--- config.mk ---
export PLATFORM = sky130hd
export DESIGN_NAME = axilite_arbiter_flat
export DESIGN_NICKNAME = d
export VERILOG_FILES = /design/src/rtl/axilite_arbiter_if.sv /design/src/rtl/axilite_arbiter.sv /design/src/flat_wrapper.sv
export SDC_FILE = /design/constraint.sdc
export NUM_CORES = 1
export LEC_CHECK = 0
export BUFFER_PORTS_ARGS = -buffer_cell sky130_fd_sc_hd__buf_4
export CAP_MARGIN = 20
export CORE_AREA = 2 2 177 179
export CTS_CLUSTER_DIAMETER = 120
export DETAILED_ROUTE_END_ITERATION = 8
export DIE_AREA = 0 0 179 181
export PLACE_DENSITY = 0.37
export SLEW_MARGIN = 20
export SYNTH_ARGS = -nofsm -noshare
export SYNTH_HDL_FRONTEND = slang
export SYNTH_SLANG_ARGS = --single-unit
--- constraint.sdc ---
create_clock -name ACLK -period 3.7 [get_ports ACLK]
set_input_delay 0.74 -clock ACLK [delete_from_list [all_inputs] [get_ports ACLK]]
set_output_delay 0.74 -clock ACLK [all_outputs]
set_load 0.005 [all_outputs]
--- src/rtl/axilite_arbiter_if.sv ---
// AXI-lite bus bundle shared by the arbiter's two slave ports and its master port.
// Signal names follow AXI-lite so the bridge side reads naturally.
interface axilite_arbiter_if #(
    parameter int AW = 32,
    parameter int DW = 32
);
    logic [AW-1:0]   AWADDR;
    logic [2:0]      AWPROT;
    logic            AWVALID;
    logic            AWREADY;
    logic [DW-1:0]   WDATA;
    logic [DW/8-1:0] WSTRB;
    logic            WVALID;
    logic            WREADY;
    logic [1:0]      BRESP;
    logic            BVALID;
    logic            BREADY;
    logic [AW-1:0]   ARADDR;
    logic [2:0]      ARPROT;
    logic            ARVALID;
    logic            ARREADY;
    logic [DW-1:0]   RDATA;
    logic [1:0]      RRESP;
    logic            RVALID;
    logic            RREADY;

    modport master (
        output AWADDR, AWPROT, AWVALID,
        input  AWREADY,
        output WDATA, WSTRB, WVALID,
        input  WREADY,
        input  BRESP, BVALID,
        output BREADY,
        output ARADDR, ARPROT, ARVALID,
        input  ARREADY,
        input  RDATA, RRESP, RVALID,
        output RREADY
    );

    modport slave (
        input  AWADDR, AWPROT, AWVALID,
        output AWREADY,
        input  WDATA, WSTRB, WVALID,
        output WREADY,
        output BRESP, BVALID,
        input  BREADY,
        input  ARADDR, ARPROT, ARVALID,
        output ARREADY,
        output RDATA, RRESP, RVALID,
        input  RREADY
    );
endinterface

--- src/rtl/axilite_arbiter.sv ---
// Two-master to one-slave AXI-lite arbiter with independent round-robin
// write and read grants, held until the owner's outstanding traffic drains.
module axilite_arbiter #(
    parameter int C_AXI_ADDR_WIDTH = 32,
    parameter int C_AXI_DATA_WIDTH = 32,
    parameter int LGMAXOUTSTANDING = 4
) (
    input  logic              ACLK,
    input  logic              ARESET,
    axilite_arbiter_if.slave  S0_AXI,
    axilite_arbiter_if.slave  S1_AXI,
    axilite_arbiter_if.master M_AXI
);
    localparam logic [2:0] W_IDLE   = 3'd0;
    localparam logic [2:0] W_GNT0   = 3'd1;
    localparam logic [2:0] W_GNT1   = 3'd2;
    localparam logic [2:0] W_DRAIN0 = 3'd3;
    localparam logic [2:0] W_DRAIN1 = 3'd4;
    localparam logic [2:0] R_IDLE   = 3'd0;
    localparam logic [2:0] R_GNT0   = 3'd1;
    localparam logic [2:0] R_GNT1   = 3'd2;
    localparam logic [2:0] R_DRAIN0 = 3'd3;
    localparam logic [2:0] R_DRAIN1 = 3'd4;
    localparam logic [LGMAXOUTSTANDING-1:0] C_MAX = '1;

    logic [2:0] r_wstate, r_rstate, w_wnext, w_rnext;
    logic       r_wlast, r_rlast, w_wlast_nx, w_rlast_nx;
    logic [LGMAXOUTSTANDING-1:0] r_awcnt, r_wcnt, r_arcnt;

    logic w_run;
    logic w_wown1, w_wact, w_wgnt, w_wdrain;
    logic w_sel_awvalid, w_sel_wvalid, w_sel_bready;
    logic w_aw_ok, w_w_ok, w_b_ok;
    logic w_aw_hs, w_w_hs, w_b_hs;
    logic w_wreq0, w_wreq1, w_wreq_oth, w_wzero;
    logic w_rown1, w_ract, w_rgnt, w_rdrain;
    logic w_sel_arvalid, w_sel_rready;
    logic w_ar_ok, w_r_ok, w_ar_hs, w_r_hs, w_rreq_oth;
    logic [C_AXI_ADDR_WIDTH-1:0]   w_awaddr, w_araddr;
    logic [C_AXI_DATA_WIDTH-1:0]   w_wdata;
    logic [C_AXI_DATA_WIDTH/8-1:0] w_wstrb;

    // every handshake output is forced low while reset is held
    assign w_run = !ARESET;

    // write-side ownership and gating
    assign w_wown1  = (r_wstate == W_GNT1) || (r_wstate == W_DRAIN1);
    assign w_wact   = (r_wstate != W_IDLE);
    assign w_wgnt   = (r_wstate == W_GNT0) || (r_wstate == W_GNT1);
    assign w_wdrain = (r_wstate == W_DRAIN0) || (r_wstate == W_DRAIN1);
    assign w_sel_awvalid = w_wown1 ? S1_AXI.AWVALID : S0_AXI.AWVALID;
    assign w_sel_wvalid  = w_wown1 ? S1_AXI.WVALID  : S0_AXI.WVALID;
    assign w_sel_bready  = w_wown1 ? S1_AXI.BREADY  : S0_AXI.BREADY;
    // while draining, only the half of a write that is still owed may pass
    assign w_aw_ok = w_run && ((w_wgnt && r_awcnt != C_MAX)
                   || (w_wdrain && r_awcnt < r_wcnt));
    assign w_w_ok  = w_run && ((w_wgnt && r_wcnt != C_MAX)
                   || (w_wdrain && r_wcnt < r_awcnt));
    assign w_b_ok  = w_run && w_wact;
    assign w_aw_hs = w_aw_ok && w_sel_awvalid && M_AXI.AWREADY;
    assign w_w_hs  = w_w_ok && w_sel_wvalid && M_AXI.WREADY;
    assign w_b_hs  = w_b_ok && w_sel_bready && M_AXI.BVALID;
    assign w_wreq0 = S0_AXI.AWVALID || S0_AXI.WVALID;
    assign w_wreq1 = S1_AXI.AWVALID || S1_AXI.WVALID;
    assign w_wreq_oth = w_wown1 ? w_wreq0 : w_wreq1;
    assign w_wzero = (r_awcnt == '0) && (r_wcnt == '0);

    assign w_awaddr = w_wown1 ? S1_AXI.AWADDR : S0_AXI.AWADDR;
    assign w_wdata  = w_wown1 ? S1_AXI.WDATA  : S0_AXI.WDATA;
    assign w_wstrb  = w_wown1 ? S1_AXI.WSTRB  : S0_AXI.WSTRB;
    assign M_AXI.AWADDR  = w_awaddr;
    assign M_AXI.AWPROT  = w_wown1 ? S1_AXI.AWPROT : S0_AXI.AWPROT;
    assign M_AXI.AWVALID = w_aw_ok && w_sel_awvalid;
    assign M_AXI.WDATA   = w_wdata;
    assign M_AXI.WSTRB   = w_wstrb;
    assign M_AXI.WVALID  = w_w_ok && w_sel_wvalid;
    assign M_AXI.BREADY  = w_b_ok && w_sel_bready;
    assign S0_AXI.AWREADY = w_aw_ok && !w_wown1 && M_AXI.AWREADY;
    assign S1_AXI.AWREADY = w_aw_ok && w_wown1 && M_AXI.AWREADY;
    assign S0_AXI.WREADY  = w_w_ok && !w_wown1 && M_AXI.WREADY;
    assign S1_AXI.WREADY  = w_w_ok && w_wown1 && M_AXI.WREADY;
    assign S0_AXI.BVALID  = w_b_ok && !w_wown1 && M_AXI.BVALID;
    assign S1_AXI.BVALID  = w_b_ok && w_wown1 && M_AXI.BVALID;
    assign S0_AXI.BRESP   = M_AXI.BRESP;
    assign S1_AXI.BRESP   = M_AXI.BRESP;

    // read-side ownership and gating
    assign w_rown1  = (r_rstate == R_GNT1) || (r_rstate == R_DRAIN1);
    assign w_ract   = (r_rstate != R_IDLE);
    assign w_rgnt   = (r_rstate == R_GNT0) || (r_rstate == R_GNT1);
    assign w_rdrain = (r_rstate == R_DRAIN0) || (r_rstate == R_DRAIN1);
    assign w_sel_arvalid = w_rown1 ? S1_AXI.ARVALID : S0_AXI.ARVALID;
    assign w_sel_rready  = w_rown1 ? S1_AXI.RREADY  : S0_AXI.RREADY;
    assign w_ar_ok = w_run && w_rgnt && (r_arcnt != C_MAX);
    assign w_r_ok  = w_run && w_ract;
    assign w_ar_hs = w_ar_ok && w_sel_arvalid && M_AXI.ARREADY;
    assign w_r_hs  = w_r_ok && w_sel_rready && M_AXI.RVALID;
    assign w_rreq_oth = w_rown1 ? S0_AXI.ARVALID : S1_AXI.ARVALID;

    assign w_araddr = w_rown1 ? S1_AXI.ARADDR : S0_AXI.ARADDR;
    assign M_AXI.ARADDR  = w_araddr;
    assign M_AXI.ARPROT  = w_rown1 ? S1_AXI.ARPROT : S0_AXI.ARPROT;
    assign M_AXI.ARVALID = w_ar_ok && w_sel_arvalid;
    assign M_AXI.RREADY  = w_r_ok && w_sel_rready;
    assign S0_AXI.ARREADY = w_ar_ok && !w_rown1 && M_AXI.ARREADY;
    assign S1_AXI.ARREADY = w_ar_ok && w_rown1 && M_AXI.ARREADY;
    assign S0_AXI.RVALID  = w_r_ok && !w_rown1 && M_AXI.RVALID;
    assign S1_AXI.RVALID  = w_r_ok && w_rown1 && M_AXI.RVALID;
    assign S0_AXI.RDATA   = M_AXI.RDATA;
    assign S1_AXI.RDATA   = M_AXI.RDATA;
    assign S0_AXI.RRESP   = M_AXI.RRESP;
    assign S1_AXI.RRESP   = M_AXI.RRESP;

    // write grant: round-robin from idle, drain before handing over
    always_comb begin
        w_wnext    = r_wstate;
        w_wlast_nx = r_wlast;
        case (r_wstate)
            W_IDLE: begin
                if (w_wreq0 && (!w_wreq1 || r_wlast)) begin
                    w_wnext    = W_GNT0;
                    w_wlast_nx = 1'b0;
                end else if (w_wreq1) begin
                    w_wnext    = W_GNT1;
                    w_wlast_nx = 1'b1;
                end
            end
            W_GNT0, W_GNT1: begin
                if (w_wreq_oth)
                    w_wnext = w_wown1 ? W_DRAIN1 : W_DRAIN0;
                else if (w_wzero && !w_sel_awvalid && !w_sel_wvalid && !w_b_hs)
                    w_wnext = W_IDLE;
            end
            W_DRAIN0: begin
                if (w_wzero && !w_b_hs) begin
                    w_wnext    = W_GNT1;
                    w_wlast_nx = 1'b1;
                end
            end
            W_DRAIN1: begin
                if (w_wzero && !w_b_hs) begin
                    w_wnext    = W_GNT0;
                    w_wlast_nx = 1'b0;
                end
            end
            default: w_wnext = W_IDLE;
        endcase
    end

    // read grant: same policy as the write side, keyed on ARVALID
    always_comb begin
        w_rnext    = r_rstate;
        w_rlast_nx = r_rlast;
        case (r_rstate)
            R_IDLE: begin
                if (S0_AXI.ARVALID && (!S1_AXI.ARVALID || r_rlast)) begin
                    w_rnext    = R_GNT0;
                    w_rlast_nx = 1'b0;
                end else if (S1_AXI.ARVALID) begin
                    w_rnext    = R_GNT1;
                    w_rlast_nx = 1'b1;
                end
            end
            R_GNT0, R_GNT1: begin
                if (w_rreq_oth)
                    w_rnext = w_rown1 ? R_DRAIN1 : R_DRAIN0;
                else if (r_arcnt == '0 && !w_sel_arvalid && !w_r_hs)
                    w_rnext = R_IDLE;
            end
            R_DRAIN0: begin
                if (r_arcnt == '0 && !w_r_hs) begin
                    w_rnext    = R_GNT1;
                    w_rlast_nx = 1'b1;
                end
            end
            R_DRAIN1: begin
                if (r_arcnt == '0 && !w_r_hs) begin
                    w_rnext    = R_GNT0;
                    w_rlast_nx = 1'b0;
                end
            end
            default: w_rnext = R_IDLE;
        endcase
    end

    // grant state, last winner and outstanding counters
    always_ff @(posedge ACLK) begin
        if (ARESET) begin
            r_wstate <= W_IDLE;
            r_rstate <= R_IDLE;
            r_wlast  <= 1'b1;
            r_rlast  <= 1'b1;
            r_awcnt  <= '0;
            r_wcnt   <= '0;
            r_arcnt  <= '0;
        end else begin
            r_wstate <= w_wnext;
            r_rstate <= w_rnext;
            r_wlast  <= w_wlast_nx;
            r_rlast  <= w_rlast_nx;
            r_awcnt  <= r_awcnt + LGMAXOUTSTANDING'(w_aw_hs)
                                - LGMAXOUTSTANDING'(w_b_hs);
            r_wcnt   <= r_wcnt + LGMAXOUTSTANDING'(w_w_hs)
                               - LGMAXOUTSTANDING'(w_b_hs);
            r_arcnt  <= r_arcnt + LGMAXOUTSTANDING'(w_ar_hs)
                                - LGMAXOUTSTANDING'(w_r_hs);
        end
    end
endmodule
--- src/flat_wrapper.sv ---
// flat-port wrapper written by rule: the top's interface ports become plain ports
module axilite_arbiter_flat 
#(
    parameter int C_AXI_ADDR_WIDTH = 32,
    parameter int C_AXI_DATA_WIDTH = 32,
    parameter int LGMAXOUTSTANDING = 4
)
  (ACLK, ARESET, S0_AXI_AWADDR, S0_AXI_AWPROT, S0_AXI_AWVALID, S0_AXI_AWREADY, S0_AXI_WDATA, S0_AXI_WSTRB, S0_AXI_WVALID, S0_AXI_WREADY, S0_AXI_BRESP, S0_AXI_BVALID, S0_AXI_BREADY, S0_AXI_ARADDR, S0_AXI_ARPROT, S0_AXI_ARVALID, S0_AXI_ARREADY, S0_AXI_RDATA, S0_AXI_RRESP, S0_AXI_RVALID, S0_AXI_RREADY, S1_AXI_AWADDR, S1_AXI_AWPROT, S1_AXI_AWVALID, S1_AXI_AWREADY, S1_AXI_WDATA, S1_AXI_WSTRB, S1_AXI_WVALID, S1_AXI_WREADY, S1_AXI_BRESP, S1_AXI_BVALID, S1_AXI_BREADY, S1_AXI_ARADDR, S1_AXI_ARPROT, S1_AXI_ARVALID, S1_AXI_ARREADY, S1_AXI_RDATA, S1_AXI_RRESP, S1_AXI_RVALID, S1_AXI_RREADY, M_AXI_AWADDR, M_AXI_AWPROT, M_AXI_AWVALID, M_AXI_AWREADY, M_AXI_WDATA, M_AXI_WSTRB, M_AXI_WVALID, M_AXI_WREADY, M_AXI_BRESP, M_AXI_BVALID, M_AXI_BREADY, M_AXI_ARADDR, M_AXI_ARPROT, M_AXI_ARVALID, M_AXI_ARREADY, M_AXI_RDATA, M_AXI_RRESP, M_AXI_RVALID, M_AXI_RREADY);
  axilite_arbiter_if S0_AXI_i ();
  axilite_arbiter_if S1_AXI_i ();
  axilite_arbiter_if M_AXI_i ();
  input  logic ACLK;
  input  logic ARESET;
  input wire logic [$bits(S0_AXI_i.AWADDR)-1:0] S0_AXI_AWADDR;
  input wire logic [$bits(S0_AXI_i.AWPROT)-1:0] S0_AXI_AWPROT;
  input wire logic [$bits(S0_AXI_i.AWVALID)-1:0] S0_AXI_AWVALID;
  output wire logic [$bits(S0_AXI_i.AWREADY)-1:0] S0_AXI_AWREADY;
  input wire logic [$bits(S0_AXI_i.WDATA)-1:0] S0_AXI_WDATA;
  input wire logic [$bits(S0_AXI_i.WSTRB)-1:0] S0_AXI_WSTRB;
  input wire logic [$bits(S0_AXI_i.WVALID)-1:0] S0_AXI_WVALID;
  output wire logic [$bits(S0_AXI_i.WREADY)-1:0] S0_AXI_WREADY;
  output wire logic [$bits(S0_AXI_i.BRESP)-1:0] S0_AXI_BRESP;
  output wire logic [$bits(S0_AXI_i.BVALID)-1:0] S0_AXI_BVALID;
  input wire logic [$bits(S0_AXI_i.BREADY)-1:0] S0_AXI_BREADY;
  input wire logic [$bits(S0_AXI_i.ARADDR)-1:0] S0_AXI_ARADDR;
  input wire logic [$bits(S0_AXI_i.ARPROT)-1:0] S0_AXI_ARPROT;
  input wire logic [$bits(S0_AXI_i.ARVALID)-1:0] S0_AXI_ARVALID;
  output wire logic [$bits(S0_AXI_i.ARREADY)-1:0] S0_AXI_ARREADY;
  output wire logic [$bits(S0_AXI_i.RDATA)-1:0] S0_AXI_RDATA;
  output wire logic [$bits(S0_AXI_i.RRESP)-1:0] S0_AXI_RRESP;
  output wire logic [$bits(S0_AXI_i.RVALID)-1:0] S0_AXI_RVALID;
  input wire logic [$bits(S0_AXI_i.RREADY)-1:0] S0_AXI_RREADY;
  input wire logic [$bits(S1_AXI_i.AWADDR)-1:0] S1_AXI_AWADDR;
  input wire logic [$bits(S1_AXI_i.AWPROT)-1:0] S1_AXI_AWPROT;
  input wire logic [$bits(S1_AXI_i.AWVALID)-1:0] S1_AXI_AWVALID;
  output wire logic [$bits(S1_AXI_i.AWREADY)-1:0] S1_AXI_AWREADY;
  input wire logic [$bits(S1_AXI_i.WDATA)-1:0] S1_AXI_WDATA;
  input wire logic [$bits(S1_AXI_i.WSTRB)-1:0] S1_AXI_WSTRB;
  input wire logic [$bits(S1_AXI_i.WVALID)-1:0] S1_AXI_WVALID;
  output wire logic [$bits(S1_AXI_i.WREADY)-1:0] S1_AXI_WREADY;
  output wire logic [$bits(S1_AXI_i.BRESP)-1:0] S1_AXI_BRESP;
  output wire logic [$bits(S1_AXI_i.BVALID)-1:0] S1_AXI_BVALID;
  input wire logic [$bits(S1_AXI_i.BREADY)-1:0] S1_AXI_BREADY;
  input wire logic [$bits(S1_AXI_i.ARADDR)-1:0] S1_AXI_ARADDR;
  input wire logic [$bits(S1_AXI_i.ARPROT)-1:0] S1_AXI_ARPROT;
  input wire logic [$bits(S1_AXI_i.ARVALID)-1:0] S1_AXI_ARVALID;
  output wire logic [$bits(S1_AXI_i.ARREADY)-1:0] S1_AXI_ARREADY;
  output wire logic [$bits(S1_AXI_i.RDATA)-1:0] S1_AXI_RDATA;
  output wire logic [$bits(S1_AXI_i.RRESP)-1:0] S1_AXI_RRESP;
  output wire logic [$bits(S1_AXI_i.RVALID)-1:0] S1_AXI_RVALID;
  input wire logic [$bits(S1_AXI_i.RREADY)-1:0] S1_AXI_RREADY;
  output wire logic [$bits(M_AXI_i.AWADDR)-1:0] M_AXI_AWADDR;
  output wire logic [$bits(M_AXI_i.AWPROT)-1:0] M_AXI_AWPROT;
  output wire logic [$bits(M_AXI_i.AWVALID)-1:0] M_AXI_AWVALID;
  input wire logic [$bits(M_AXI_i.AWREADY)-1:0] M_AXI_AWREADY;
  output wire logic [$bits(M_AXI_i.WDATA)-1:0] M_AXI_WDATA;
  output wire logic [$bits(M_AXI_i.WSTRB)-1:0] M_AXI_WSTRB;
  output wire logic [$bits(M_AXI_i.WVALID)-1:0] M_AXI_WVALID;
  input wire logic [$bits(M_AXI_i.WREADY)-1:0] M_AXI_WREADY;
  input wire logic [$bits(M_AXI_i.BRESP)-1:0] M_AXI_BRESP;
  input wire logic [$bits(M_AXI_i.BVALID)-1:0] M_AXI_BVALID;
  output wire logic [$bits(M_AXI_i.BREADY)-1:0] M_AXI_BREADY;
  output wire logic [$bits(M_AXI_i.ARADDR)-1:0] M_AXI_ARADDR;
  output wire logic [$bits(M_AXI_i.ARPROT)-1:0] M_AXI_ARPROT;
  output wire logic [$bits(M_AXI_i.ARVALID)-1:0] M_AXI_ARVALID;
  input wire logic [$bits(M_AXI_i.ARREADY)-1:0] M_AXI_ARREADY;
  input wire logic [$bits(M_AXI_i.RDATA)-1:0] M_AXI_RDATA;
  input wire logic [$bits(M_AXI_i.RRESP)-1:0] M_AXI_RRESP;
  input wire logic [$bits(M_AXI_i.RVALID)-1:0] M_AXI_RVALID;
  output wire logic [$bits(M_AXI_i.RREADY)-1:0] M_AXI_RREADY;
  assign S0_AXI_i.AWADDR = S0_AXI_AWADDR;
  assign S0_AXI_i.AWPROT = S0_AXI_AWPROT;
  assign S0_AXI_i.AWVALID = S0_AXI_AWVALID;
  assign S0_AXI_AWREADY = S0_AXI_i.AWREADY;
  assign S0_AXI_i.WDATA = S0_AXI_WDATA;
  assign S0_AXI_i.WSTRB = S0_AXI_WSTRB;
  assign S0_AXI_i.WVALID = S0_AXI_WVALID;
  assign S0_AXI_WREADY = S0_AXI_i.WREADY;
  assign S0_AXI_BRESP = S0_AXI_i.BRESP;
  assign S0_AXI_BVALID = S0_AXI_i.BVALID;
  assign S0_AXI_i.BREADY = S0_AXI_BREADY;
  assign S0_AXI_i.ARADDR = S0_AXI_ARADDR;
  assign S0_AXI_i.ARPROT = S0_AXI_ARPROT;
  assign S0_AXI_i.ARVALID = S0_AXI_ARVALID;
  assign S0_AXI_ARREADY = S0_AXI_i.ARREADY;
  assign S0_AXI_RDATA = S0_AXI_i.RDATA;
  assign S0_AXI_RRESP = S0_AXI_i.RRESP;
  assign S0_AXI_RVALID = S0_AXI_i.RVALID;
  assign S0_AXI_i.RREADY = S0_AXI_RREADY;
  assign S1_AXI_i.AWADDR = S1_AXI_AWADDR;
  assign S1_AXI_i.AWPROT = S1_AXI_AWPROT;
  assign S1_AXI_i.AWVALID = S1_AXI_AWVALID;
  assign S1_AXI_AWREADY = S1_AXI_i.AWREADY;
  assign S1_AXI_i.WDATA = S1_AXI_WDATA;
  assign S1_AXI_i.WSTRB = S1_AXI_WSTRB;
  assign S1_AXI_i.WVALID = S1_AXI_WVALID;
  assign S1_AXI_WREADY = S1_AXI_i.WREADY;
  assign S1_AXI_BRESP = S1_AXI_i.BRESP;
  assign S1_AXI_BVALID = S1_AXI_i.BVALID;
  assign S1_AXI_i.BREADY = S1_AXI_BREADY;
  assign S1_AXI_i.ARADDR = S1_AXI_ARADDR;
  assign S1_AXI_i.ARPROT = S1_AXI_ARPROT;
  assign S1_AXI_i.ARVALID = S1_AXI_ARVALID;
  assign S1_AXI_ARREADY = S1_AXI_i.ARREADY;
  assign S1_AXI_RDATA = S1_AXI_i.RDATA;
  assign S1_AXI_RRESP = S1_AXI_i.RRESP;
  assign S1_AXI_RVALID = S1_AXI_i.RVALID;
  assign S1_AXI_i.RREADY = S1_AXI_RREADY;
  assign M_AXI_AWADDR = M_AXI_i.AWADDR;
  assign M_AXI_AWPROT = M_AXI_i.AWPROT;
  assign M_AXI_AWVALID = M_AXI_i.AWVALID;
  assign M_AXI_i.AWREADY = M_AXI_AWREADY;
  assign M_AXI_WDATA = M_AXI_i.WDATA;
  assign M_AXI_WSTRB = M_AXI_i.WSTRB;
  assign M_AXI_WVALID = M_AXI_i.WVALID;
  assign M_AXI_i.WREADY = M_AXI_WREADY;
  assign M_AXI_i.BRESP = M_AXI_BRESP;
  assign M_AXI_i.BVALID = M_AXI_BVALID;
  assign M_AXI_BREADY = M_AXI_i.BREADY;
  assign M_AXI_ARADDR = M_AXI_i.ARADDR;
  assign M_AXI_ARPROT = M_AXI_i.ARPROT;
  assign M_AXI_ARVALID = M_AXI_i.ARVALID;
  assign M_AXI_i.ARREADY = M_AXI_ARREADY;
  assign M_AXI_i.RDATA = M_AXI_RDATA;
  assign M_AXI_i.RRESP = M_AXI_RRESP;
  assign M_AXI_i.RVALID = M_AXI_RVALID;
  assign M_AXI_RREADY = M_AXI_i.RREADY;
  axilite_arbiter #(.C_AXI_ADDR_WIDTH(C_AXI_ADDR_WIDTH), .C_AXI_DATA_WIDTH(C_AXI_DATA_WIDTH), .LGMAXOUTSTANDING(LGMAXOUTSTANDING)) u_core (.ACLK(ACLK), .ARESET(ARESET), .S0_AXI(S0_AXI_i), .S1_AXI(S1_AXI_i), .M_AXI(M_AXI_i));
endmodule
After elaboration in Yosys (flattened, before gate mapping) --
Index checks and enable logic that the tools add are counted.
Word-level totals: latch bits 0, bits of input ports 265, memory bits (writable) 0, memories 0, output and inout bits 193, logic and storage cells 159, ROM bits 0, bits in registers 20
Operators by class: equality and inequality tests 19, $add $sub $neg 6, shift operators 0, reductions and logical operators 86, divide/modulo/power cells 0, bitwise logic cells 0, $lt $le $gt $ge 2, muxes and demuxes 39, multiply operators 0
Operators with widths (number):
- $mux W32 | 3
- $logic_and A1 B1 Y1 | 50
- $mux W3 | 16
- $pmux W3 S4 | 2
- $reduce_and A4 Y1 | 4
- $mux W1 | 15
- $add A4 B1 Y4 | 3
- $eq A3 B2 Y1 const B | 4
- $logic_not A4 Y1 | 3
- $ne A4 B4 Y1 const B | 3
- $reduce_bool A3 Y1 | 4
- $sub A4 B1 Y4 | 3
- $logic_or A1 B1 Y1 | 11
- $logic_not A1 Y1 | 10
- $ne A3 B1 Y1 const B | 3
- $lt A4 B4 Y1 | 2
- $ne A2 B2 Y1 const B | 4
- $eq A3 B1 Y1 const B | 2
- $eq A3 B3 Y1 const B | 2
- $logic_not A3 Y1 | 2
- $pmux W1 S3 | 2
- $mux W4 | 1
- $reduce_or A2 Y1 | 2
- $ne A3 B2 Y1 const B | 1

Depth between registers and ports, before layout --
word-level depth 10, mapped depth 12, mapped depth without buffers 12

Worst setup path before layout --
Ideal clock, no wire load.
kind reg-to-reg, from reg u_core.r_wcnt[1], to reg u_core.r_awcnt[2], cell stages (with the launch flop) 13, setup time 0.129 ns, arrival 2.583 ns, period minus slack after synthesis 2.712 ns, setup slack 0.988 ns, buffers on the path 0, required time 3.571 ns, path through dfxtp_1 inv_1 ha_1 and4b_1 a211oi_1 a22oi_1 or3b_2 nor2_1 ha_1 inv_1 fa_1 xor2_1 nor2_1
On the way: word-level cells in the longest chain between the ends 8
Ends and longest elaborated chain:
- from (decl) | line axilite_arbiter.sv:28 | logic [LGMAXOUTSTANDING-1:0] r_awcnt, r_wcnt, r_arcnt;
- from (signal assigned) | line axilite_arbiter.sv:203 | r_wcnt <= r_wcnt + LGMAXOUTSTANDING'(w_w_hs)
- $lt A4 B4 Y1 | line axilite_arbiter.sv:56 | || (w_wdrain && r_awcnt < r_wcnt));
- $logic_and A1 B1 Y1 | line axilite_arbiter.sv:56
- $logic_or A1 B1 Y1 | line axilite_arbiter.sv:56
- $logic_and A1 B1 Y1 | line axilite_arbiter.sv:55 | assign w_aw_ok = w_run && ((w_wgnt && r_awcnt != C_MAX)
- $logic_and A1 B1 Y1 (2 in a row) | line axilite_arbiter.sv:60 | assign w_aw_hs = w_aw_ok && w_sel_awvalid && M_AXI.AWREADY;
- $add A4 B1 Y4 | line axilite_arbiter.sv:201 | r_awcnt <= r_awcnt + LGMAXOUTSTANDING'(w_aw_hs)
- $sub A4 B1 Y4 | line axilite_arbiter.sv:202 | - LGMAXOUTSTANDING'(w_b_hs);
- to (signal assigned) | line axilite_arbiter.sv:201
- to (decl) | line axilite_arbiter.sv:28
No other way between the ends. A chain may end at the register's enable or synchronous reset.

Worst setup path after layout --
from reg u_core.r_wstate[1], to out M_AXI_AWADDR[12]
On the way: word-level cells in the longest chain between the ends 3
Ends and longest elaborated chain:
- from (decl) | line axilite_arbiter.sv:26 | logic [2:0] r_wstate, r_rstate, w_wnext, w_rnext;
- from (signal assigned) | line axilite_arbiter.sv:197 | r_wstate <= w_wnext;
- $eq A3 B2 Y1 / $eq A3 B3 Y1 (equally long branches) | line axilite_arbiter.sv:47 | assign w_wown1 = (r_wstate == W_GNT1) || (r_wstate == W_DRAIN1);
- $logic_or A1 B1 Y1 (*) | line axilite_arbiter.sv:47
- $mux W32 (*) | line axilite_arbiter.sv:68 | assign w_awaddr = w_wown1 ? S1_AXI.AWADDR : S0_AXI.AWADDR;
- to (decl) | line flat_wrapper.sv:52 | output wire logic [$bits(M_AXI_i.AWADDR)-1:0] M_AXI_AWADDR;
Mark *: on every way between the ends. The rest lies on a longest branch, timed or not.

==> summary.md <==
| Metric | Value |
|---|---|
| Outcome | `complete, no violations` |
| Sw Pwr | `around 0.0018 W` |
| Cell taking the most area after synthesis | `nand2_1` |
| Synth area leaders | `nand2_1 22%, buf_4 15%, dfxtp_1 11%` |
| Synth Area in XOR/XNOR | `2.34%` |
| Via count | `about 4700` |
| Post-synthesis async set-or-reset flop share | `0%` |
| Hold Crit Start | `u_core.r_wlast` |
| WP data arrival | `2.36 ns` |
| Final HPWL DP | `about 19 mm` |
| RSZ-0062 raised after global routing | `no` |
| Power Internal | `approximately 0.0021 W` |
| Post-synthesis net count | `slightly below 900` |
| GRT Overall Usage | `12.4%` |
| CP top delay family | `simple AND/OR/NAND/NOR gates` |
| Reg power frac | `between 10% and 20%` |
| CP max stage delay | `0.50 ns` |
| Die Wd | `~180 um` |
| Synthesized flop and latch total | `20` |
| GP Congestion | `roughly 0.81` |
| IO buf count | `around 350` |
| Crit path kind | `flop to output pin` |
| Drt initial violations | `around 170` |
| Worst slew pin tran | `a little over 0.7 ns` |
| CP Max Fanout | `54` |
| Flop2flop setup slack | `around 0.8 ns` |
| CP Cell Sequence | `xnor2_1 -> or2_2 -> buf_12 -> nand2_1 -> nand2_1 -> buf_4` |
| WL per Instance | `between 15 and 20 um` |
| Clk root buf | `clkbuf_16` |
| FF-to-FF Start | `u_core.r_wcnt[1]` |
| Synthesized instance count | `around 580` |
| Gr busiest metal | `met2` |
| Top cell type's share of synthesized area | `22.0%` |
| Clock Path Buffers | `2` |
| Die area | `around 32000 um2` |
| Adder-cell share of the synthesized area | `under 10%` |
| Worst IR drop on VDD | `~0.00027 V` |
| Crit. End Element | `output pin` |
| Setup TNS | `0 ns` |
| Post-Synth Simple-Gate Area | `between 30 and 40%` |
| # hold bufs at CTS | `0` |
| Vias in the first global route | `between 4000 and 5000` |
| Met1 usage | `12.4%` |
| Largest net degree at the start of global routing | `between 50 and 60` |
| Initial Util | `between 10 and 15%` |
| Synthesis-to-finish area growth | `69.7%` |
| Worst Hold Path Cells | `2` |
| Final ANT Viol Nets | `0` |
| Post-synthesis instance area | `3750 um2` |
| Final setup vio count | `0` |
| Register area share after synthesis | `between 10% and 20%` |
| Combinational Power Share | `between 80% and 90%` |
| Post-cts sizing count | `0` |
| Mux contribution to synthesized area | `a little over an eighth` |
| Ports | `about 460` |
| Hold violation count in the final report | `0` |
| Clk sink count | `20` |
| CP startpoint kind | `flop` |
| Fraction of layout instances using a drive strength above 1 | `between 40% and 50%` |
| Compound-Gate Fraction of Synth Area | `slightly above 9%` |
| Synthesis Warnings | `0` |
| # Max-Cap Violations | `0` |
| Avg Cell Area, Syn | `approximately 6.5 um2` |
| Final period util | `between 80% and 90%` |
| Hold_ws | `0.506 ns` |
| Yosys cell types | `between 50 and 60` |
| TritonCTS clock tree | `yes` |
| Most frequent cell after synthesis | `nand2_1` |
| Met2 usage in global routing | `23.5%` |
| Clock-pin slew on the worst setup and hold paths | `0.07 ns` |
| Die span in y | `181 um` |
| Initial antenna violation count | `11` |
| Global-route wire length before repair | `a little under 30 mm` |
| Core Area | `approximately 30000 um2` |
| Worst Hold Path EP | `u_core.r_wlast` |
| Total gr overflow | `0` |
| Hold crit path type | `flop to flop` |
| Max Transition Viols Final | `0` |
| Max Freq | `322 MHz` |
| EDFF count, synth | `0` |
| Critical Path RT | `a little under 3 ns` |
| Main combinational cell family by area after synthesis | `simple AND/OR/NAND/NOR gates` |
| Clk_lat worst skew | `0.26 ns` |
| Worst Reg-to-Reg Cells | `12` |
| Residual DRC | `0` |
| Slew HR | `around half` |
| Fin worst setup slack | `~0.60 ns` |
| WL final | `between 20 and 25 mm` |
| Setup Skew | `a little under 0.004 ns` |
| Drt pass-1 iters | `4` |
| Static Leak | `around 3.3 nW` |
| Post-CTS Setup Bufs | `0` |
| Switching share of power | `between 40 and 50%` |
| DP Worst Slack | `0.796 ns` |
| CTS buffer count | `3` |
| H-tree depth | `1` |
| Critical R2R Capture | `u_core.r_awcnt[2]` |
| Main flop type after synthesis | `dfxtp_1` |
| Minimum clock period | `between 3 and 4 ns` |
| Nets | `between 1000 and 1500` |
| Met3 usage | `6.27%` |
| CP max-delay cell | `or2_2` |
| Via-to-Cell Ratio | `approximately 3.8` |
| Clock power frac | `under 10%` |
| Most frequent cell on the critical path | `nand2_1` |
| Critical path buffer and inverter count | `2` |
| Top post-synthesis cells by count | `220 x nand2_1, 73 x buf_4, 35 x mux2_2, 31 x nor2_1, 22 x ha_1` |
| Power Density | `between 600 and 700 nW/um2` |
| FP Rows | `64` |
worst min-delay path: stages, from the launching register on:
cell      delay [ns]
dfxtp_1         0.32
a21oi_1         0.04
o21bai_1        0.12
how the worst max path moves through the flow:
stage,end,slack (ns),start,depth (start not counted)
CTS,S0_AXI_AWREADY,0.58,u_core.r_wcnt[1],8
finish,M_AXI_AWADDR[12],0.60,u_core.r_wstate[1],6
global placement,u_core.r_awcnt[2],0.83,ARESET,11
floorplan,u_core.r_awcnt[2],0.99,u_core.r_wcnt[1],12
detailed placement,u_core.r_awcnt[2],0.80,ARESET,11
global route,M_AXI_WDATA[30],0.37,u_core.r_wstate[1],6
cell type report:
| class | count | area [um2] |
|---|---|---|
| sequential | 20 | 400 |
| antenna | 1 | 2.50 |
| tap | 396 | 495 |
| fill | 3513 | 24000 |
| clock buffer | 4 | 88.8 |
| timing repair buffer | 356 | 2700 |
| multi-input combinational | 434 | 2600 |
| inverter | 21 | 78.8 |
per-stage QoR:
stage / instance area (um2) / util [%] / total power (W) / cells
4_1_cts: 6360 / 21.0 / 0.00396 / 1231
2_1_floorplan: 3750 / - / 0.00220 / 578
6_report: 6360 / 21.0 / 0.00388 / 1232
5_1_grt: 6360 / 21.0 / 0.00428 / 1231
3_3_place_gp: 6270 / 20.7 / 0.00372 / 1227
3_5_place_dp: 6270 / 20.7 / 0.00369 / 1227
power groups by stage:
stage / registers, W / clock network (W) / logic, W
after floorplan: 0.000341 / 0 / 0.00185
after global placement: 0.000425 / 0 / 0.00330
after detailed placement: 0.000422 / 0 / 0.00326
after global routing: 0.000437 / 0.000276 / 0.00356
after CTS: 0.000418 / 0.000270 / 0.00328
final: 0.000421 / 0.000260 / 0.00320
cells by family (layout without fill, tap and decap cells):
kind of cell    Yosys count  count (layout)
other cells               0               1
xor+xnor                 10              10
mux                      44              44
simple gates            309             309
compound gates           46              46
buf+inv                 124             381
fa+ha+maj                25              25
flops                    20              20
cell usage in the layout, fill, tap and decap left out, types with 5 or more instances in the layout:
| master | instances |
|---|---|
| buf_4 | 354 |
| nand2_1 | 220 |
| mux2_2 | 35 |
| nor2_1 | 30 |
| ha_1 | 22 |
| inv_1 | 21 |
| dfxtp_1 | 20 |
| a21oi_1 | 10 |
| nor2b_1 | 9 |
| mux2i_1 | 8 |
| xnor2_1 | 7 |
| nand2b_1 | 7 |
| nor3_1 | 7 |
| nand3_1 | 6 |
| nand3b_1 | 6 |
| a21o_1 | 6 |
| o21ai_0 | 5 |
flip-flops by register name, summed over array words and instances, names as in the netlist:
signal	count
u_core.r_awcnt	4
u_core.r_arcnt	4
u_core.r_rstate	3
u_core.r_rlast	1
u_core.r_wstate	3
u_core.r_wlast	1
u_core.r_wcnt	4
routing by layer:
layer	vias up	wire length (um)
met1	2035	7510
li1	2315	-
met4	14	157
met2	319	10900
met5	-	97
met3	29	3030
Power figures use the tool's default switching activity.
